$ cat src/rtl/wddl_pkg.sv
// Shared types and default parameters for the WDDL dual-rail front/back end.
// Imported by the stage controller and the rail checker.
package wddl_pkg;

  localparam int unsigned WDDL_WIDTH       = 8;
  localparam int unsigned WDDL_EVAL_CYCLES = 2;
  localparam int unsigned WDDL_PRE_CYCLES  = 1;

  typedef enum logic [1:0] {
    IDLE  = 2'd0,
    EVAL  = 2'd1,
    PRECH = 2'd2
  } wddl_state_e;

  // Counter must hold the larger of the two window lengths minus one.
  function automatic int unsigned cnt_width(input int unsigned eval_cycles,
                                            input int unsigned pre_cycles);
    int unsigned max_cycles;
    max_cycles = (eval_cycles > pre_cycles) ? eval_cycles : pre_cycles;
    return $clog2(max_cycles + 1);
  endfunction

endpackage

$ cat src/rtl/wddl_rail_check.sv
// Combinational health check of a dual-rail result bus: flags any pair that
// is not complementary, and any rail that is high (used during precharge).
module wddl_rail_check #(
  parameter int unsigned WIDTH = 8
) (
  input  logic [WIDTH-1:0] res_t,
  input  logic [WIDTH-1:0] res_f,
  output logic             pair_err,
  output logic             not_zero
);

  assign pair_err = |(~(res_t ^ res_f));
  assign not_zero = |(res_t | res_f);

endmodule

$ cat src/rtl/wddl_dual_rail_stage.sv
// Drives single-rail words into a WDDL network as precharged dual-rail pairs,
// samples the result after a fixed evaluate window and returns it downstream.
module wddl_dual_rail_stage
  import wddl_pkg::*;
#(
  parameter int unsigned WIDTH       = WDDL_WIDTH,
  parameter int unsigned EVAL_CYCLES = WDDL_EVAL_CYCLES,
  parameter int unsigned PRE_CYCLES  = WDDL_PRE_CYCLES
) (
  input  logic             clk,
  input  logic             rst_n,
  input  logic             in_valid,
  output logic             in_ready,
  input  logic [WIDTH-1:0] in_data,
  output logic [WIDTH-1:0] rail_t,
  output logic [WIDTH-1:0] rail_f,
  output logic             prech,
  input  logic [WIDTH-1:0] res_t,
  input  logic [WIDTH-1:0] res_f,
  output logic             out_valid,
  input  logic             out_ready,
  output logic [WIDTH-1:0] out_data,
  output logic             out_err,
  output logic             pre_err
);

  localparam int unsigned    CW        = cnt_width(EVAL_CYCLES, PRE_CYCLES);
  localparam logic [CW-1:0]  EVAL_LOAD = CW'(EVAL_CYCLES - 1);
  localparam logic [CW-1:0]  PRE_LOAD  = CW'(PRE_CYCLES - 1);

  wddl_state_e      r_state;
  wddl_state_e      w_state_nxt;
  logic [CW-1:0]    r_cnt;
  logic [WIDTH-1:0] r_rail_t;
  logic [WIDTH-1:0] r_rail_f;
  logic             r_out_valid;
  logic [WIDTH-1:0] r_out_data;
  logic             r_out_err;
  logic             r_pre_err;

  logic             w_accept;
  logic             w_cnt_done;
  logic             w_sample;
  logic             w_prech_end;
  logic             w_pair_err;
  logic             w_not_zero;

  wddl_rail_check #(.WIDTH(WIDTH)) u_rail_check (
    .res_t    (res_t),
    .res_f    (res_f),
    .pair_err (w_pair_err),
    .not_zero (w_not_zero)
  );

  assign w_accept    = in_valid && in_ready;
  assign w_cnt_done  = (r_cnt == '0);
  assign w_sample    = (r_state == EVAL)  && w_cnt_done;
  assign w_prech_end = (r_state == PRECH) && w_cnt_done;

  // NOTE: sequential state uses non-blocking assignments so every flop samples
  // pre-edge values regardless of process ordering.
  always_ff @(posedge clk or negedge rst_n) begin
    if (!rst_n) r_state <= IDLE;
    else        r_state <= w_state_nxt;
  end

  // NOTE: the default assignment first means no path leaves w_state_nxt
  // unassigned, so no latch is inferred.
  always_comb begin
    w_state_nxt = r_state;
    unique case (r_state)
      IDLE:    if (w_accept)   w_state_nxt = EVAL;
      EVAL:    if (w_cnt_done) w_state_nxt = PRECH;
      PRECH:   if (w_cnt_done) w_state_nxt = IDLE;
      default:                 w_state_nxt = IDLE;
    endcase
  end

  // A pending result blocks new words: there is no second result register.
  always_comb begin
    in_ready = (r_state == IDLE) && !r_out_valid;
    prech    = (r_state != EVAL);
  end

  always_ff @(posedge clk or negedge rst_n) begin
    if (!rst_n) begin
      r_cnt    <= '0;
      r_rail_t <= '0;
      r_rail_f <= '0;
    end else begin
      unique case (r_state)
        IDLE: begin
          if (w_accept) begin
            r_cnt    <= EVAL_LOAD;
            r_rail_t <= in_data;
            r_rail_f <= ~in_data;
          end
        end
        EVAL: begin
          if (w_cnt_done) begin
            r_cnt    <= PRE_LOAD;
            r_rail_t <= '0;
            r_rail_f <= '0;
          end else begin
            r_cnt <= r_cnt - CW'(1);
          end
        end
        PRECH: begin
          if (!w_cnt_done) r_cnt <= r_cnt - CW'(1);
        end
        default: begin
          r_cnt    <= '0;
          r_rail_t <= '0;
          r_rail_f <= '0;
        end
      endcase
    end
  end

  always_ff @(posedge clk or negedge rst_n) begin
    if (!rst_n) begin
      r_out_valid <= 1'b0;
      r_out_data  <= '0;
      r_out_err   <= 1'b0;
      r_pre_err   <= 1'b0;
    end else begin
      if (w_sample) begin
        r_out_valid <= 1'b1;
        r_out_data  <= res_t;
        r_out_err   <= w_pair_err;
      end else if (r_out_valid && out_ready) begin
        r_out_valid <= 1'b0;
      end
      // Sticky until reset: a network that fails to precharge leaks data.
      if (w_prech_end && w_not_zero) r_pre_err <= 1'b1;
    end
  end

  assign rail_t    = r_rail_t;
  assign rail_f    = r_rail_f;
  assign out_valid = r_out_valid;
  assign out_data  = r_out_data;
  assign out_err   = r_out_err;
  assign pre_err   = r_pre_err;

endmodule

$ cat config.mk
export PLATFORM = sky130hd
export DESIGN_NAME = wddl_dual_rail_stage
export DESIGN_NICKNAME = d
export VERILOG_FILES = /design/src/rtl/wddl_pkg.sv /design/src/rtl/wddl_rail_check.sv /design/src/rtl/wddl_dual_rail_stage.sv
export SDC_FILE = /design/constraint.sdc
export NUM_CORES = 1
export LEC_CHECK = 0
export CAP_MARGIN = 0
export CORE_MARGIN = 8
export CORE_UTILIZATION = 43
export CTS_CLUSTER_DIAMETER = 30
export DETAILED_ROUTE_END_ITERATION = 10
export GPL_ROUTABILITY_DRIVEN = 0
export PLACE_DENSITY = 0.82
export SYNTH_ARGS = -nofsm -noshare
export SYNTH_HDL_FRONTEND = slang
export SYNTH_SLANG_ARGS = --single-unit
export TNS_END_PERCENT = 30
$ cat constraint.sdc
create_clock -name clk -period 2.2 [get_ports clk]
set_clock_uncertainty 0.1 [all_clocks]
set_input_delay 0.22 -clock clk [delete_from_list [all_inputs] [get_ports clk]]
set_output_delay 0.22 -clock clk [all_outputs]
set_load 0.005 [all_outputs]
==> results_dict.tcl, run 1 <==
set metrics [dict create \
    dieArea_um2 5500 \
    io_pins 57 \
    die_w_um 74.1 \
    p_seq_share_pct 40.7 \
    path_depth 3 \
    fin_util_pct 64.2 \
    rsz0062_at_grt "false" \
    p_int_mw 1.61 \
    clk_latency_ns 0.32 \
    worstRegToRegCells 5 \
    startpoint_type "flip-flop" \
    syn_area_um2 1450 \
    grt_overflow 0 \
    drt_iter0_drc 51 \
    root_buffer "clkbuf_4" \
    ir_worst_vdd_uv 458 \
    grt_pass1_wl_mm 6.20 \
    drive_gt1_share_pct 5.67 \
    postCtsResizedCells 0 \
    antenna_found_initial 0 \
    drv_cap 0 \
    cts.clk_slew.worst_paths_ns 0.09 \
    combPwrFrac_pct 47.1 \
    drc 0 \
    netlist_instances 132 \
    cp_top_family "flip-flops" \
    clkSinkCount 31 \
    synth_nets 172 \
    worstPathMaxFanout 11 \
    cp_num_buf_inv 2 \
    cts_buffers 5 \
    wl_mm 3.60 \
    fmax_mhz 493 \
    vias_per_cell 5.04 \
    start_util_pct 44.3 \
    cts_hold_buf 0 \
    synth_area_leader_cell "dfrtp_1" \
    outcome "finished, final reports clean" \
    synthSimpleGateAreaFrac_pct 10.7 \
    synth.ff_latch_count 31 \
    reg2reg_from "r_cnt[0]$_DFFE_PN0P_" \
    drt_first_pass_iters 4 \
    port_buffers 56 \
    nets 233 \
    slew_headroom_pct 59.5 \
    rows 21 \
    clock_power_share_pct 12.1 \
    cp.required_ns 1.88 \
    wire_per_inst_um 15.0 \
    met2_usage_pct 23.8 \
    yosys-top-cells-area "dfrtp_1 53%, ha_1 10%, inv_1 5.7%, a22o_1 4.8%, o2bb2ai_1 4.8%" \
    setup_violations 0 \
    globalRouteMet3Util_pct 8.36 \
    ys_seq_area_share_pct 53.4 \
    swShare_pct 34.7 \
    busiest_layer "met2" \
    yosysTopAreaCellShare_pct 53.4 \
    post_cts_buffers 0 \
    grt_max_degree 32 \
    worstMarginPinSlew_ns 0.606 \
    synth_edf_count 0 \
    worstPathArrival_ns 1.71 \
    hold_class "input pin to async pin" \
    ant_nets 0 \
    r2r_end "rail_t[3]$_DFFE_PN0P_" \
    synth_top_family_by_area "compound AO/OA/AOI/OAI gates" \
    worstSetupEndpoint "prech" \
    synth_area_per_cell_um2 11.0 \
    die_y_um 74.1 \
    leakage_nw 0.973 \
    htree_levels 2 \
    ys_warn_count 0 \
    yosysMostFrequentCell "dfrtp_1" \
    critPathMaxStageDelay_ns 0.59 \
    synth_mux_area_share_pct 0 \
    ys_types 25 \
    postLayoutCellArea_um2 2110 \
    cellPowerDensity_nw_per_um2 1170 \
    finalHoldViolCount 0 \
    vias 1209 \
    startpoint "r_state[0]$_DFFE_PN0P_" \
    clock_path_buffers 2 \
    slew_violations 0 \
    n_antenna_cell 0 \
    rrSetupSlack_ns 0.31 \
    synth-xor-area-share_pct 0 \
    core_area_um2 3280 \
    cp_slowest_cell "dfrtp_1" \
    grt_pass1_vias 1353 \
    finalSetupTns_ns 0 \
    synth_fa_ha_area_share_pct 10.3 \
    placed_area_um2 2060 \
    cts_tree "yes" \
    end_kind "output pin" \
    use_met1_pct 15.7 \
    synth_compound_area_share_pct 17.9 \
    worstSetupPathType "flip-flop to output pin" \
    power_switching_uw 858 \
    syn_to_final_growth_pct 44.9 \
    post-route-period-util_pct 92.2 \
    path_cells "nor2b_1, inv_1, clkdlybuf4s50_1" \
    synth_commonest_cells "31 x dfrtp_1, 22 x inv_1, 13 x o21ai_0" \
    synth-async-reset-ratio_pct 100 \
    yosys_most_used_dff "dfrtp_1" \
    final.min_clock_period_ns 2.03 \
    grtUsageTotal_pct 14.7 \
    dpl.hpwl_mm 2.87 \
]
## power groups by stage
stage	registers [mW]	clock network, mW	logic, mW
after detailed placement	1.01	0	1.18
final	1.01	0.300	1.16
after global placement	1.00	0	1.13
after floorplan	0.972	0	0.578
after global routing	1.04	0.344	1.30
after CTS	1.01	0.318	1.18
## per-layer routing
metal / wire length, um / part of all wire (%) / vias up
met5: 0 / 0 / -
met4: 57 / 1.6 / 0
met3: 459 / 13 / 8
met2: 1610 / 45 / 56
met1: 1470 / 41 / 568
li1: - / - / 577
## cell type report
type / instances / area, um2
clock buffers: 7 / 45.0
clock inverters: 1 / 5.00
fillers: 287 / 1180
inverters: 22 / 82.6
multi-input cells: 75 / 566
flip-flops and latches: 31 / 776
well taps: 46 / 57.6
repair buffers: 58 / 576
## state kept, by name, indices dropped and copies added, names as in the netlist
register   count
out_data       8
rail_f         8
out_err        1
r_cnt          2
pre_err        1
out_valid      1
rail_t         8
r_state        2
## worst reg2reg max path, stage by stage, from the launching register on
cell and delay (ns):
dfrtp_1 0.40, inv_1 0.10, ha_1 0.30, o21a_1 0.23, nor2_2 0.47, a22o_1 0.23
## cells by family after synthesis
| logic type | Yosys count |
|---|---|
| compound gates | 36 |
| buf+inv | 26 |
| simple gates | 27 |
| fa+ha+maj | 12 |
| flops | 31 |
## placed cells by master, fill, tap and decap left out, types with 2 or more instances in the layout
cell / netlist / routed
nand4_1: 4 / 4
nor2b_1: 2 / 2
ha_1: 12 / 12
dfrtp_1: 31 / 31
nor2_1: 3 / 3
nand2_1: 10 / 10
clkbuf_4: 0 / 5
inv_1: 22 / 22
clkdlybuf4s50_1: 0 / 56
buf_4: 0 / 2
a22o_1: 8 / 8
nand2b_1: 2 / 2
o21ai_0: 13 / 13
clkbuf_1: 2 / 2
o31ai_1: 2 / 2
o2bb2ai_1: 8 / 8
## per-stage QoR
step	setup slack [ns]	hold WS (ns)	instances	power, mW
after floorplan	0.586	-0.176	132	1.55
after global placement	0.469	0.354	232	2.13
after detailed placement	0.354	0.369	232	2.19
after CTS	0.155	0.184	240	2.51
after global routing	0.0525	0.196	240	2.68
final	0.173	0.187	240	2.47
## how the worst min path moves through the flow
stage / cells past startpoint / endpoint / start / slack, ns
after global placement: 1 / pre_err$_DFFE_PN0P_ / pre_err$_DFFE_PN0P_ / 0.35
final: 2 / rail_t[4]$_DFFE_PN0P_ / rst_n / 0.19
after detailed placement: 1 / pre_err$_DFFE_PN0P_ / pre_err$_DFFE_PN0P_ / 0.37
after CTS: 2 / r_state[1]$_DFFE_PN0P_ / rst_n / 0.18
after global routing: 2 / r_cnt[0]$_DFFE_PN0P_ / rst_n / 0.20
after floorplan: 0 / out_data[0]$_DFFE_PN0P_ / rst_n / -0.18
Power figures use the tool's default switching activity.
==> run 2, diff against run 1 <==
==> constraint.sdc (replaced) <==
create_clock -name clk -period 2.2 [get_ports clk]
set_clock_uncertainty 0.1 [all_clocks]
set_input_delay 0.44 -clock clk [delete_from_list [all_inputs] [get_ports clk]]
set_output_delay 0.44 -clock clk [all_outputs]
set_load 0.005 [all_outputs]
==> run 2 against run 1 <==
Against the previous run: critical path depth decreased by 1; fmax is 4.6% lower; cell count is 0.83% higher; largest power group unchanged; register-to-register slack improved by 0.19 ns; via count rose by 1.9%; sequential share of layout area shrank 0.46 points; global-route usage is 0.25 points higher; core utilization is 1.0 points higher; first-iteration DRC count rose by 33%; worst hold slack better by 0.20 ns; sequential power about the same; sequential cell count did not move.
==> results_dict.tcl, run 2 (same netlist as run 1, synthesis figures left out) <==
set metrics [dict create \
    pre_cts_ws_ns 0.318 \
    final.min_clock_period_ns 2.13 \
    n_antenna_cell 0 \
    antenna_found_initial 0 \
    slew_violations 0 \
    clkSinkCount 31 \
    cp.required_ns 1.66 \
    power_switching_uw 890 \
    port_buffers 56 \
    final_cell_mix "56 x clkdlybuf4s50_1, 29 x dfrtp_1, 22 x inv_1, 13 x o21ai_0, 12 x ha_1" \
    placed_area_um2 2060 \
    wl_mm 3.83 \
    start_util_pct 44.3 \
    drt_first_pass_iters 4 \
    grtUsageTotal_pct 14.9 \
    post-route-period-util_pct 96.6 \
    hold_class "input pin to async pin" \
    clk_latency_ns 0.34 \
    outcome "finished, final reports clean" \
    swShare_pct 34.7 \
    multi_input_area_um2 568 \
    grt_pass1_wl_mm 6.22 \
    path_cells "nor3_1, clkdlybuf4s50_1" \
    cp_slowest_cell "clkdlybuf4s50_1" \
    nets 236 \
    use_met1_pct 15.1 \
    dieArea_um2 5500 \
    io_pins 57 \
    cts.clk_slew.worst_paths_ns 0.10 \
    dp.cells 233 \
    drt_iter0_drc 68 \
    leakage_nw 0.991 \
    fmax_mhz 470 \
    busiest_layer "met2" \
    instances_no_fill 242 \
    grt_pass1_vias 1354 \
    combPwrFrac_pct 47.7 \
    die_w_um 74.1 \
    reg2reg_from "r_cnt[0]$_DFFE_PN0P_" \
    vias_per_cell 5.09 \
    p_seq_share_pct 38.9 \
    drive_gt1_share_pct 9.18 \
    layout_commonest_cell "clkdlybuf4s50_1" \
    met2_usage_pct 24.6 \
    worstPathArrival_ns 1.59 \
    power_mw 2.56 \
    grt_max_degree 32 \
    worstMarginPinSlew_ns 0.587 \
    ant_nets 0 \
    clock_path_buffers 2 \
    end_kind "output pin" \
    setup_ws_ns 0.0742 \
    worstPathMaxFanout 12 \
    dpl.hpwl_mm 2.93 \
    ff_latch_area_um2 778 \
    fin_util_pct 65.2 \
    startpoint_type "flip-flop" \
    clock_power_share_pct 13.3 \
    vias 1232 \
    r2r_end "rail_t[1]$_DFFE_PN0P_" \
    cellPowerDensity_nw_per_um2 1200 \
    grt_overflow 0 \
    p_int_mw 1.67 \
    worstRegToRegCells 6 \
    postLayoutCellArea_um2 2140 \
    finalHoldViolCount 0 \
    cts_buffers 5 \
    worstSetupPathType "flip-flop to output pin" \
    drv_cap 0 \
    drc 0 \
    globalRouteMet3Util_pct 7.82 \
    slew_headroom_pct 60.8 \
    rows 21 \
    hold_ws_ns 0.387 \
    cts_tree "yes" \
    root_buffer "clkbuf_4" \
    finalSetupTns_ns 0 \
    cts_hold_buf 0 \
    ir_worst_vdd_uv 566 \
    setup_violations 0 \
    wire_per_inst_um 15.8 \
    fill_cells 275 \
    rsz0062_at_grt "false" \
    htree_levels 2 \
    core_area_um2 3280 \
    die_y_um 74.1 \
    critPathMaxStageDelay_ns 0.53 \
    rrSetupSlack_ns 0.50 \
    syn_to_final_growth_pct 47.2 \
]
run 2: cell count changes in the layout (fill, tap and decap cells not counted):
cell / before / now
buf_4: 2 / 5
nor2b_2: 0 / 1
clkbuf_1: 2 / 0
clkbuf_8: 0 / 1
dfrtp_1: 31 / 29
nor2b_1: 2 / 1
dfrtp_2: 0 / 2
run 2: layer usage:
layer / wire length [um] / part of all wire [%]
met5: 0 / 0
met4: 68 / 1.8
met3: 434 / 11
met2: 1780 / 47
met1: 1550 / 40
run 2: power groups by stage:
stage,registers (mW),logic [mW],clock network [mW]
6_report,0.998,1.22,0.342
5_1_grt,1.04,1.35,0.368
4_1_cts,1.01,1.21,0.351
3_5_place_dp,1.02,1.20,0
3_3_place_gp,0.999,1.15,0
2_1_floorplan,0.972,0.578,0
run 2: area by class of cell:
type | instances | share of cell area [%]
well taps | 46 | 2.69
flip-flops and latches | 31 | 36.4
repair buffers | 61 | 27.9
clock inverters | 1 | 0.234
inverters | 22 | 3.86
multi-input cells | 75 | 26.5
clock buffers | 6 | 2.40
run 2: timing repair:
action	4_1_cts	5_1_grt
endpoints found under the setup margin	1	1
buffers inserted	0	2
gates resized for setup	2	1
run 2: worst max path at each step:
stage / start / to / slack [ns] / cells past startpoint
final: r_state[1]$_DFFE_PN0P_ / in_ready / 0.07 / 2
after global routing: r_state[1]$_DFFE_PN0P_ / in_ready / 0.02 / 2
after CTS: r_state[0]$_DFFE_PN0P_ / prech / 0.03 / 3
after detailed placement: r_state[0]$_DFFE_PN0P_ / prech / 0.32 / 3
after global placement: in_valid / rail_t[6]$_DFFE_PN0P_ / 0.39 / 5
after floorplan: r_state[0]$_DFFE_PN0P_ / rail_t[5]$_DFFE_PN0P_ / 0.59 / 5
run 2: critical path, delay by kind of cell, from the launching register on:
| family | cells | cell delay, ns |
|---|---|---|
| buffers and inverters | 1 | 0.53 |
| AND/OR/NAND/NOR | 1 | 0.20 |
| flip-flops | 1 | 0.51 |
==> run 3, diff against run 2 <==
SKIP_LAST_GASP = 1   (was not set)
==> results of run 3 <==
Final layout, timing and power as in run 2 (identical DEF).
